**config.mk**
```make
export PLATFORM = sky130hd
export DESIGN_NAME = uart_tx
export DESIGN_NICKNAME = d
export VERILOG_FILES = /design/src/rtl/uart_pkg.sv /design/src/rtl/uart_baud_counter.sv /design/src/rtl/uart_tx.sv
export SDC_FILE = /design/constraint.sdc
export NUM_CORES = 1
export LEC_CHECK = 0
export ABC_AREA = 0
export CORE_UTILIZATION = 56
export CTS_CLUSTER_DIAMETER = 200
export DETAILED_ROUTE_END_ITERATION = 8
export PLACE_DENSITY_LB_ADDON = 0.12
export SLEW_MARGIN = 20
export SYNTH_ARGS = -nofsm -noshare
export SYNTH_HDL_FRONTEND = slang
export SYNTH_SLANG_ARGS = --single-unit
```
**constraint.sdc**
```tcl
create_clock -name clk -period 2.12 [get_ports clk]
set_input_delay 0.318 -clock clk [delete_from_list [all_inputs] [get_ports clk]]
set_output_delay 0.318 -clock clk [all_outputs]
set_load 0.03 [all_outputs]
```
**src/rtl/uart_pkg.sv**
```systemverilog
// Shared types and line-level constants for the 8N1 UART transmitter.
package uart_pkg;

  typedef enum logic [1:0] {
    IDLE  = 2'd0,
    START = 2'd1,
    DATA  = 2'd2,
    STOP  = 2'd3
  } state_e;

  localparam int unsigned DATA_BITS   = 8;
  localparam logic        IDLE_LEVEL  = 1'b1;
  localparam logic        START_LEVEL = 1'b0;
  localparam logic        STOP_LEVEL  = 1'b1;

endpackage

```
**src/rtl/uart_baud_counter.sv**
```systemverilog
// Bit-period counter: counts 0..CLKS_PER_BIT-1 while enabled and flags the last cycle.
module uart_baud_counter #(
  parameter int unsigned CLKS_PER_BIT = 16
) (
  input  logic clk,
  input  logic rst,
  input  logic clear,
  input  logic enable,
  output logic bit_done
);

  localparam int unsigned   CW   = $clog2(CLKS_PER_BIT);
  localparam logic [CW-1:0] LAST = CW'(CLKS_PER_BIT - 1);

  logic [CW-1:0] count;

  assign bit_done = enable && (count == LAST);

  always_ff @(posedge clk or posedge rst) begin
    if (rst) begin
      count <= '0;
    end else if (clear) begin
      count <= '0;
    end else if (enable) begin
      count <= bit_done ? '0 : count + CW'(1);
    end
  end

endmodule

```
**src/rtl/uart_tx.sv**
```systemverilog
// 8N1 serial transmitter with valid/ready byte input and a pin output enable.
module uart_tx
  import uart_pkg::*;
#(
  parameter int unsigned CLKS_PER_BIT = 16
) (
  input  logic       clk,
  input  logic       rst,
  input  logic [7:0] tx_data,
  input  logic       tx_valid,
  output logic       tx_ready,
  output logic       tx,
  output logic       tx_oe,
  output logic       busy
);

  if (CLKS_PER_BIT < 2 || CLKS_PER_BIT > 65535) begin : g_bad_clks_per_bit
    $error("uart_tx: CLKS_PER_BIT must be in 2..65535");
  end

  state_e     state, state_next;
  logic [7:0] shift, shift_next;
  logic [2:0] bit_idx, bit_idx_next;
  logic       bit_done;
  logic       accept;
  logic       last_bit;
  logic       tx_d, ready_d, busy_d;

  // tx_ready is registered and only ever 1 in IDLE with tx_oe already up
  assign accept   = tx_valid && tx_ready && (state == IDLE);
  assign last_bit = (bit_idx == 3'(DATA_BITS - 1));

  uart_baud_counter #(
    .CLKS_PER_BIT(CLKS_PER_BIT)
  ) u_baud (
    .clk     (clk),
    .rst     (rst),
    .clear   (accept),
    .enable  (state != IDLE),
    .bit_done(bit_done)
  );

  always_ff @(posedge clk or posedge rst) begin
    if (rst) state <= IDLE;
    else     state <= state_next;
  end

  always_comb begin
    state_next = state;
    case (state)
      IDLE:    if (accept)               state_next = START;
      START:   if (bit_done)             state_next = DATA;
      DATA:    if (bit_done && last_bit) state_next = STOP;
      STOP:    if (bit_done)             state_next = IDLE;
      default:                           state_next = IDLE;
    endcase
  end

  // Outputs are decoded from the upcoming state so the registered pins track it exactly
  always_comb begin
    shift_next   = shift;
    bit_idx_next = bit_idx;
    tx_d         = IDLE_LEVEL;
    ready_d      = 1'b0;
    busy_d       = 1'b0;
    if (accept) begin
      shift_next   = tx_data;
      bit_idx_next = '0;
    end else if (state == DATA && bit_done) begin
      shift_next   = shift >> 1;
      bit_idx_next = last_bit ? bit_idx : bit_idx + 3'd1;
    end
    case (state_next)
      IDLE:  ready_d = 1'b1;
      START: begin tx_d = START_LEVEL;   busy_d = 1'b1; end
      DATA:  begin tx_d = shift_next[0]; busy_d = 1'b1; end
      STOP:  begin tx_d = STOP_LEVEL;    busy_d = 1'b1; end
      default: ;
    endcase
  end

  always_ff @(posedge clk or posedge rst) begin
    if (rst) begin
      shift    <= '0;
      bit_idx  <= '0;
      tx       <= IDLE_LEVEL;
      tx_oe    <= 1'b0;
      tx_ready <= 1'b0;
      busy     <= 1'b0;
    end else begin
      shift    <= shift_next;
      bit_idx  <= bit_idx_next;
      tx       <= tx_d;
      tx_oe    <= 1'b1;
      tx_ready <= ready_d;
      busy     <= busy_d;
    end
  end

endmodule

```
* Word-level counts from Yosys, hierarchy flattened
Index checks and enable logic that the tools add are counted.
Cells by class: $add $sub $neg 2, multiply operators 0, div/mod/pow operators 0, order comparisons 0, eq/ne operators 9, shift operators 0, mux-type cells 16, bitwise gates (word level) 0, reductions and logical operators 12
Operators with widths (count):
- 8-bit two-way mux | 2
- 4-bit two-way mux | 3
- 3-bit two-way mux | 3
- 2-bit equality test, second input constant | 4
- 2-bit two-way mux | 4
- 2-bit case mux with 4 select lines | 1
- 2-bit nonzero test | 3
- 1-bit logical AND | 5
- 4-bit by 1-bit adder with 4-bit output, second input constant | 1
- 2-bit by 1-bit equality test with 1-bit output, second input constant | 2
- 4-bit equality test, second input constant | 1
- 2-bit logical NOT | 2
- 3-bit by 1-bit adder with 3-bit output, second input constant | 1
- 3-bit equality test, second input constant | 1
- 3-bit OR reduction | 1
- 1-bit two-way mux | 2
- 2-bit inequality test, second input constant | 1
- 1-bit case mux with 2 select lines | 1
- 2-bit AND reduction | 1
Word-level totals: bits in registers 21, latch bits 0, RAM bits 0, bits in read-only memories 0, input bits 11, output and inout port bits 4, memories kept 0

* Logic depth before layout (Yosys ltp)
Gate-level depths: netlist of run 1.
depth after elaboration 8, depth in mapped cells 6, gate-level depth less buffers 6

* Cells and area by module
Synthesis of run 1 repeated with hierarchy kept, for this count alone.
Unflattened totals: cells, all modules 103, area total of the unflattened synthesis 1041.0 um^2
Modules (own cells, without submodules):
- uart_tx | times used 1, cells an instance 80, area each 829.5 um^2, seq. area each 426.7 um^2
- uart_baud_counter | times used 1, cells an instance 23, area each 211.5 um^2, seq. area each 100.1 um^2

* Worst setup path after synthesis of run 1
No wires, ideal clock.
path kind flip-flop to flip-flop, from reg tx_ready, to reg shift[7], library setup time 83 ps, arrival 1346 ps, required time 2037 ps, setup slack 692 ps, stages on the path, launching flop included 6, buffers on the path 1, period minus slack after synthesis 1428 ps, cells stage by stage dfrtp_1 > nand2_1 > nor3_2 > buf_2 > nand2_1 > o21ai_0
On the way: longest elaborated chain between the ends 3
RTL lines:
- start: declaration | RTL line uart_tx.sv:11 | output logic tx_ready,
- start signal: assignment | RTL line uart_tx.sv:95 | tx_ready <= ready_d;
- 1-bit logical AND * (2 in a row) | RTL line uart_tx.sv:30 | assign accept = tx_valid && tx_ready && (state == IDLE);
- 8-bit two-way mux / 2-bit nonzero test (equally long branches)
- end signal: assignment | RTL line uart_tx.sv:91 | shift <= shift_next;
- end: declaration | RTL line uart_tx.sv:22 | logic [7:0] shift, shift_next;
Every way passes the cells marked *; elsewhere a longest branch is shown, timed or not. A chain may end at the register's enable or synchronous reset.

* Worst setup path after layout of run 1
from reg tx, to out tx
RTL lines:
- start: declaration | RTL line uart_tx.sv:12 | output logic tx,
- start signal: assignment | RTL line uart_tx.sv:93 | tx <= tx_d;
No word-level cell between the ends.

==> results.yml, run 1 <==
run_status:
  status: "finished clean"
power_and_ir_drop:
  comb_power_share_pct: 36.0
  peakVddDrop_uv: 974
  report.power.total_mw: 1.40
  leakage_nw: 0.530
  internal-power_uw: 876
  switchingPower_uw: 522
  powerDensity_nw_per_um2: 1150
  swShare_pct: 37.3
  pwr-share-seq_pct: 50.6
  clkPwrFrac_pct: 13.3
logic_synthesis:
  yosysWarnings: 0
  netlist-cell-type-count: 29
  synthesis.instances: 90
  async_reset_ff_share_pct: 100
  ys_ff_latch: 21
  synth_area_um2: 1010
  yosysSeqAreaShare_pct: 52.0
  synth_fp_nets: 104
  avgSynthCellArea_um2: 11.2
  synth_edf_count: 0
  synth_ff_type: "dfrtp_1"
placement:
  hpwl_mm: 1.28
  io_buffers: 14
  gp_congestion: 0.793
drt:
  drt_iter0_drc: 10
  vias: 685
  wl_mm: 1.68
  drtPass1Iterations: 4
  drc_errors: 0
  wl_per_cell_um: 12.6
  postRouteAntennaNets: 0
  viasPerCell: 5.15
critical_path:
  critical-path-top-delay-family: "buffers and inverters"
  critical_path_peak_fanout: 1
  crit_arrival_ps: 1500
  path_buf_inv: 1
  critPathMaxStageDelay_ps: 670
  crit_path_end_kind: "output port"
  required_ps: 1800
  path_cells: "clkdlybuf4s50_1"
  critical_path_class: "flop to output port"
  startpoint_type: "flop"
  slowest_stage: "clkdlybuf4s50_1"
cells_and_area:
  fillers: 106
  diodes: 0
  nets: 124
  drive_gt1_share_pct: 13.8
  area_delta_synth_final_pct: 20.4
sta:
  hold_viol_final: 0
  period_minus_slack_ps: 1820
  drv_slew: 0
  finClkSkew_ps: 2.33
  fmax_ghz: 0.549
  tns_ps: 0
  rsz0062_at_grt: "no"
  fin_crit_sh_pct: 85.9
  setup_viol: 0
clocking:
  path_clk_slew_ps: 110
  cts-root-buf: "clkbuf_4"
  worstSkewPairLatency_ps: 300
  cts_inserted_buffers: 3
  ctsResizeCount: 0
  clock_path_buffers: 2
  cts_tree: "done"
  cts.sinks: 21
  htree_num_levels: 1
  holdBufCountCts: 0
  post-cts-setup-buffers: 0
floorplanning:
  dieArea_um2: 1980
  start_util_pct: 63.5
  ios: 15
  num_rows: 14
  die_height_um: 44.5
  die_x_um: 44.5
  core_um2: 1590
grt:
  grt_pass1_vias: 687
  grtUsageTotal_pct: 19.8
  grt_pass1_wl_mm: 2.79
  grt-ovfl-total: 0
  grt_start_max_net_pins: 22
  antenna_found_initial: 0
job:
  maxCapViolCount: 0
hold_path:
  min_path_type: "input port to asynchronous set/reset pin"
==> stage by stage <==
step	utilization [%]	worst slack (ps)	instances	hold WS, ps	area, um2
finish	76.5	300	133	336	1220
CTS	76.5	289	133	342	1220
global route	76.5	257	133	369	1220
floorplan	-	692	90	294	1010
detailed placement	74.8	370	129	525	1190
global placement	74.8	459	129	520	1190
==> sequential cells by signal, indices dropped and copies added, names as in the netlist <==
name          count
shift             8
tx_oe             1
busy              1
bit_idx           3
u_baud.count      4
tx                1
tx_ready          1
state             2
==> path summary, 6_finish.rpt <==
path                                         to       startpoint  slack (ps)  cells past startpoint
worst max register to register       bit_idx[2]  u_baud.count[0]         520                      5
max in group asynchronous                    tx              rst        1520                      3
min in group clk                       shift[7]         shift[7]         540                      2
worst min register to register         shift[7]         shift[7]         540                      2
worst min-delay path            u_baud.count[3]              rst         340                      3
worst max-delay path                         tx               tx         300                      1
==> cell usage after synthesis, types with 2 or more instances <==
master / count / share of area [%]
ha_1: 3 / 3.7
o21ai_0: 5 / 2.5
o21ai_1: 6 / 3.0
mux2i_1: 9 / 8.9
xnor2_1: 2 / 1.7
nand3_1: 4 / 2.0
dfrtp_1: 20 / 49
nand2_1: 12 / 4.4
inv_1: 3 / 1.1
a21oi_1: 3 / 1.5
nor2_1: 5 / 1.9
==> power groups by stage <==
stage	clock [mW]	combinational [mW]	sequential, mW
2_1_floorplan	0	0.329	0.733
3_3_place_gp	0	0.491	0.708
3_5_place_dp	0	0.509	0.717
4_1_cts	0.194	0.510	0.708
5_1_grt	0.210	0.561	0.730
6_report	0.186	0.504	0.708
==> layer usage <==
layer | vias to the layer above | global-route usage (%) | share of wire, %
met4 | 0 | 10.3 | 1.2
li1 | 353 | - | -
met5 | - | 0 | 0
met1 | 318 | 25.5 | 47
met3 | 4 | 2.45 | 2.3
met2 | 10 | 32.6 | 49
==> layout make-up <==
type	instances	area (um2)	share of cell area [%]
clock buffer	4	26.3	2.16
inverter	4	15.0	1.23
multi-input combinational	64	465	38.2
sequential	21	527	43.2
tap	24	30.0	2.46
timing repair buffer	16	155	12.7
==> cell usage in the layout, fill, tap and decap left out <==
cell type | Yosys | final
nand3_4 | 1 | 1
conb_1 | 1 | 1
or2_1 | 1 | 1
nor3_2 | 1 | 1
or2b_1 | 1 | 1
xnor2_1 | 2 | 2
clkbuf_1 | 0 | 1
nand2b_2 | 1 | 1
ha_1 | 3 | 3
nor2_2 | 1 | 1
nor3_4 | 1 | 1
nor2_8 | 1 | 1
o311a_1 | 1 | 1
o21ai_1 | 6 | 6
mux2i_1 | 9 | 9
nand3_2 | 1 | 1
o32ai_1 | 1 | 1
dfstp_2 | 1 | 1
a21oi_1 | 3 | 3
nand2_1 | 12 | 12
nand4_1 | 1 | 1
o311ai_4 | 1 | 1
nand3_1 | 4 | 4
buf_4 | 0 | 2
inv_2 | 1 | 1
o21ai_0 | 5 | 5
xor2_1 | 1 | 1
clkdlybuf4s50_1 | 0 | 14
clkbuf_4 | 0 | 3
inv_1 | 3 | 3
nor2_1 | 5 | 5
dfrtp_1 | 20 | 20
==> logic make-up after synthesis <==
| kind of cell | after synthesis | share of synthesized area [%] |
|---|---|---|
| and+or+nand+nor | 31 | 19.0 |
| adders and majority gates | 3 | 3.71 |
| other | 1 | 0.370 |
| buffers and inverters | 5 | 1.98 |
| muxes | 9 | 8.90 |
| AOI/OAI and AO/OA | 17 | 11.4 |
| DFF | 21 | 52.0 |
| xor gates and xnor gates | 3 | 2.60 |
Note: power is estimated with default switching activity, not from simulation.
==> run 2: changes to the inputs <==
--- a/config.mk
+++ b/config.mk
@@ -6,6 +6,7 @@
 export NUM_CORES = 1
 export LEC_CHECK = 0
 export ABC_AREA = 0
+export CORE_MARGIN = 4
 export CORE_UTILIZATION = 56
 export CTS_CLUSTER_DIAMETER = 200
 export DETAILED_ROUTE_END_ITERATION = 8
==> results.yml, run 2 (synthesis gave the netlist of run 1 again) <==
grt:
  grt_pass1_wl_mm: 3.13
  grt_start_max_net_pins: 18
  antenna_found_initial: 0
  grtUsageTotal_pct: 16.8
  grt-ovfl-total: 0
  grt_pass1_vias: 675
cells_and_area:
  drive_gt1_share_pct: 13.8
  diodes: 0
  area_delta_synth_final_pct: 20.5
  final_common_cell: "dfrtp_1"
  final_cell_mix: "20 x dfrtp_1, 14 x clkdlybuf4s50_1, 12 x nand2_1"
  nets: 124
  finish.instance_area_um2: 1220
  largest_reg_flops: 8
  top_regs: "shift x8, u_baud.count x4, bit_idx x3"
  fin_cells: 134
  largest_register: "shift"
floorplanning:
  num_rows: 15
  ios: 15
  dieArea_um2: 2550
  die_height_um: 50.5
  core_um2: 1730
  die_x_um: 50.5
  start_util_pct: 58.6
clocking:
  clock_path_buffers: 2
  cts.sinks: 21
  holdBufCountCts: 0
  cts_tree: "done"
  cts_inserted_buffers: 3
  ctsResizeCount: 0
  post-cts-setup-buffers: 0
  path_clk_slew_ps: 110
  worstSkewPairLatency_ps: 290
  cts-root-buf: "clkbuf_4"
  htree_num_levels: 1
critical_path:
  critical_path_peak_fanout: 1
  cp_num_cells: 1
  crit_path_end_kind: "output port"
  r2r_end: "bit_idx[2]"
  path_buf_inv: 1
  r2r_slack_ps: 560
  critical-path-top-delay-family: "buffers and inverters"
  required_ps: 1800
  critPathMaxStageDelay_ps: 660
  endpoint: "tx"
  setup.worst_path.start: "tx"
  critical_path_class: "flop to output port"
  reg2regPathDepth: 5
  crit_arrival_ps: 1480
  slowest_stage: "clkdlybuf4s50_1"
  startpoint_type: "flop"
  path_cells: "clkdlybuf4s50_1"
  worstReg2RegStart: "u_baud.count[0]"
sta:
  setup_viol: 0
  finClkSkew_ps: 3.13
  rsz0062_at_grt: "no"
  period_minus_slack_ps: 1800
  holdWs_ps: 267
  hold_viol_final: 0
  drv_slew: 0
  fmax_ghz: 0.555
  tns_ps: 0
  fin_crit_sh_pct: 85.0
power_and_ir_drop:
  leakage_nw: 0.530
  clkPwrFrac_pct: 13.0
  switchingPower_uw: 525
  comb_power_share_pct: 36.4
  peakVddDrop_uv: 954
  powerDensity_nw_per_um2: 1150
  internal-power_uw: 875
  report.power.total_mw: 1.40
  pwr-share-seq_pct: 50.5
  swShare_pct: 37.5
placement:
  gp_congestion: 0.821
  hpwl_mm: 1.38
  io_buffers: 14
  post-place-cells: 130
  place_area_um2: 1190
drt:
  wl_per_cell_um: 13.4
  drtPass1Iterations: 4
  vias: 698
  wl_mm: 1.80
  viasPerCell: 5.21
  drc_errors: 0
  postRouteAntennaNets: 0
  drt_iter0_drc: 7
job:
  maxCapViolCount: 0
run_status:
  status: "finished clean"
hold_path:
  min_path_type: "input port to asynchronous set/reset pin"
run 2: cell counts in the layout (fill, tap and decap cells not counted):
No cell type changed its count.
run 2: metrics by stage:
step | worst slack, ps | utilization [%]
2_1_floorplan | 692 | -
3_3_place_gp | 598 | 69.1
3_5_place_dp | 512 | 69.1
4_1_cts | 305 | 70.7
5_1_grt | 270 | 70.7
6_report | 318 | 70.7
run 2: worst min-delay path by stage:
stage	slack (ps)	depth (start not counted)	start	end
finish	270	2	rst	busy
global placement	520	2	bit_idx[1]	bit_idx[1]
CTS	270	2	rst	busy
floorplan	290	1	rst	bit_idx[0]
global route	290	2	rst	u_baud.count[3]
detailed placement	530	2	bit_idx[1]	bit_idx[1]
run 2: area by class of cell:
class | count | area, um2
tap | 25 | 31.3
sequential | 21 | 527
inverter | 4 | 15.0
timing repair buffer | 16 | 155
clock buffer | 4 | 26.3
multi-input combinational | 64 | 465
fill | 147 | 507
run 2: power groups by stage:
| stage | registers [mW] | clock network [mW] | logic [mW] |
|---|---|---|---|
| floorplan | 0.733 | 0 | 0.329 |
| global placement | 0.707 | 0 | 0.495 |
| detailed placement | 0.718 | 0 | 0.516 |
| CTS | 0.709 | 0.191 | 0.518 |
| global route | 0.729 | 0.210 | 0.579 |
| finish | 0.708 | 0.182 | 0.510 |
run 2: routing by layer:
layer	vias up	wire length [um]	GRT usage, %	share of wire [%]
met3	2	68	4.45	3.8
met5	-	0	0	0
met4	0	13	6.73	0.72
met1	334	828	22.6	46
met2	9	886	25.7	49
li1	353	-	-	-
==> run 3: changes to the inputs <==
--- a/config.mk
+++ b/config.mk
@@ -6,6 +6,7 @@
 export NUM_CORES = 1
 export LEC_CHECK = 0
 export ABC_AREA = 0
+export CORE_ASPECT_RATIO = 1.25
 export CORE_MARGIN = 4
 export CORE_UTILIZATION = 56
 export CTS_CLUSTER_DIAMETER = 200
==> results.yml, run 3 (synthesis gave the netlist of run 1 again) <==
sta:
  tns_ps: 0
  finClkSkew_ps: 1.91
  setup_viol: 0
  hold_viol_final: 0
  fmax_ghz: 0.553
  rsz0062_at_grt: "no"
  fin_crit_sh_pct: 85.2
  holdWs_ps: 326
  period_minus_slack_ps: 1810
  worst_slack_ps: 313
  drv_slew: 0
clocking:
  cts-root-buf: "clkbuf_4"
  cts_tree: "done"
  clock_path_buffers: 2
  ctsResizeCount: 0
  htree_num_levels: 1
  holdBufCountCts: 0
  path_clk_slew_ps: 110
  cts.sinks: 21
  cts_inserted_buffers: 3
  post-cts-setup-buffers: 0
  worstSkewPairLatency_ps: 300
grt:
  grt_start_max_net_pins: 22
  grt-ovfl-total: 0
  antenna_found_initial: 0
  grtUsageTotal_pct: 15.4
  grt_pass1_wl_mm: 2.90
  grt_pass1_vias: 675
cells_and_area:
  area_delta_synth_final_pct: 19.8
  top_regs: "shift x8, u_baud.count x4, bit_idx x3"
  drive_gt1_share_pct: 14.7
  ff_latch_area_um2: 527
  largest_register: "shift"
  multi_input_area_um2: 465
  diodes: 0
  nets: 124
  final_common_cell: "dfrtp_1"
  final_cell_mix: "20 x dfrtp_1, 14 x clkdlybuf4s50_1, 12 x nand2_1"
  largest_reg_flops: 8
  fillers: 117
power_and_ir_drop:
  powerDensity_nw_per_um2: 1160
  pwr-share-seq_pct: 50.4
  internal-power_uw: 873
  clkPwrFrac_pct: 13.5
  comb_power_share_pct: 36.1
  switchingPower_uw: 530
  leakage_nw: 0.533
  peakVddDrop_uv: 800
  swShare_pct: 37.8
critical_path:
  setup.worst_path.start: "tx"
  path_cells: "clkdlybuf4s50_1"
  critical-path-top-delay-family: "buffers and inverters"
  startpoint_type: "flop"
  path_buf_inv: 1
  required_ps: 1800
  crit_arrival_ps: 1490
  critical_path_class: "flop to output port"
  worstReg2RegStart: "u_baud.count[0]"
  critPathMaxStageDelay_ps: 650
  critical_path_peak_fanout: 1
  crit_path_end_kind: "output port"
  slowest_stage: "clkdlybuf4s50_1"
floorplanning:
  die_height_um: 55.5
  die_x_um: 46.0
  ios: 15
  core_um2: 1640
  num_rows: 16
  dieArea_um2: 2560
  start_util_pct: 61.7
hold_path:
  min_path_type: "input port to asynchronous set/reset pin"
drt:
  drt_iter0_drc: 4
  vias: 701
  drc_errors: 0
  wl_per_cell_um: 13.3
  wl_mm: 1.69
  drtPass1Iterations: 2
  postRouteAntennaNets: 0
  viasPerCell: 5.52
run_status:
  status: "finished clean"
placement:
  gp_congestion: 0.797
  io_buffers: 14
  hpwl_mm: 1.27
  dp_slack_ps: 531
job:
  maxCapViolCount: 0
-- run 3: worst paths after layout --
kind,slack (ps),endpoint,cells after the start
max,310,tx,1
min,330,tx_oe,3
max reg2reg,530,tx,4
min reg2reg,540,shift[7],2
max in group asynchronous,1520,tx,3
min in group clk,540,shift[4],3
-- run 3: metal layers --
| metal | up-vias | GRT usage [%] | part of all wire [%] |
|---|---|---|---|
| met4 | 0 | 8.94 | 2.8 |
| met5 | - | 0 | 0 |
| met3 | 7 | 3.57 | 4.3 |
| met1 | 328 | 19.2 | 41 |
| li1 | 353 | - | - |
| met2 | 13 | 23.2 | 52 |
-- run 3: area by class of cell --
type | instances | share of cell area (%)
tap | 18 | 1.86
clock inverter | 1 | 0.413
clock buffer | 3 | 1.86
timing repair buffer | 16 | 12.8
multi-input combinational | 64 | 38.4
inverter | 4 | 1.24
sequential | 21 | 43.4
-- run 3: metrics by stage --
| step | area [um2] | std cells | power, mW | util [%] |
|---|---|---|---|---|
| floorplan | 1010 | 90 | 1.06 | - |
| global placement | 1180 | 123 | 1.20 | 72.2 |
| detailed placement | 1180 | 123 | 1.23 | 72.2 |
| CTS | 1210 | 127 | 1.43 | 73.9 |
| global route | 1210 | 127 | 1.53 | 73.9 |
| finish | 1210 | 127 | 1.40 | 73.9 |
-- run 3: power by group through the flow --
stage | combinational, mW | clock (mW) | sequential (mW)
after floorplan | 0.329 | 0 | 0.733
after global placement | 0.495 | 0 | 0.705
after detailed placement | 0.514 | 0 | 0.715
after CTS | 0.516 | 0.202 | 0.708
after global routing | 0.582 | 0.217 | 0.729
final | 0.507 | 0.189 | 0.708
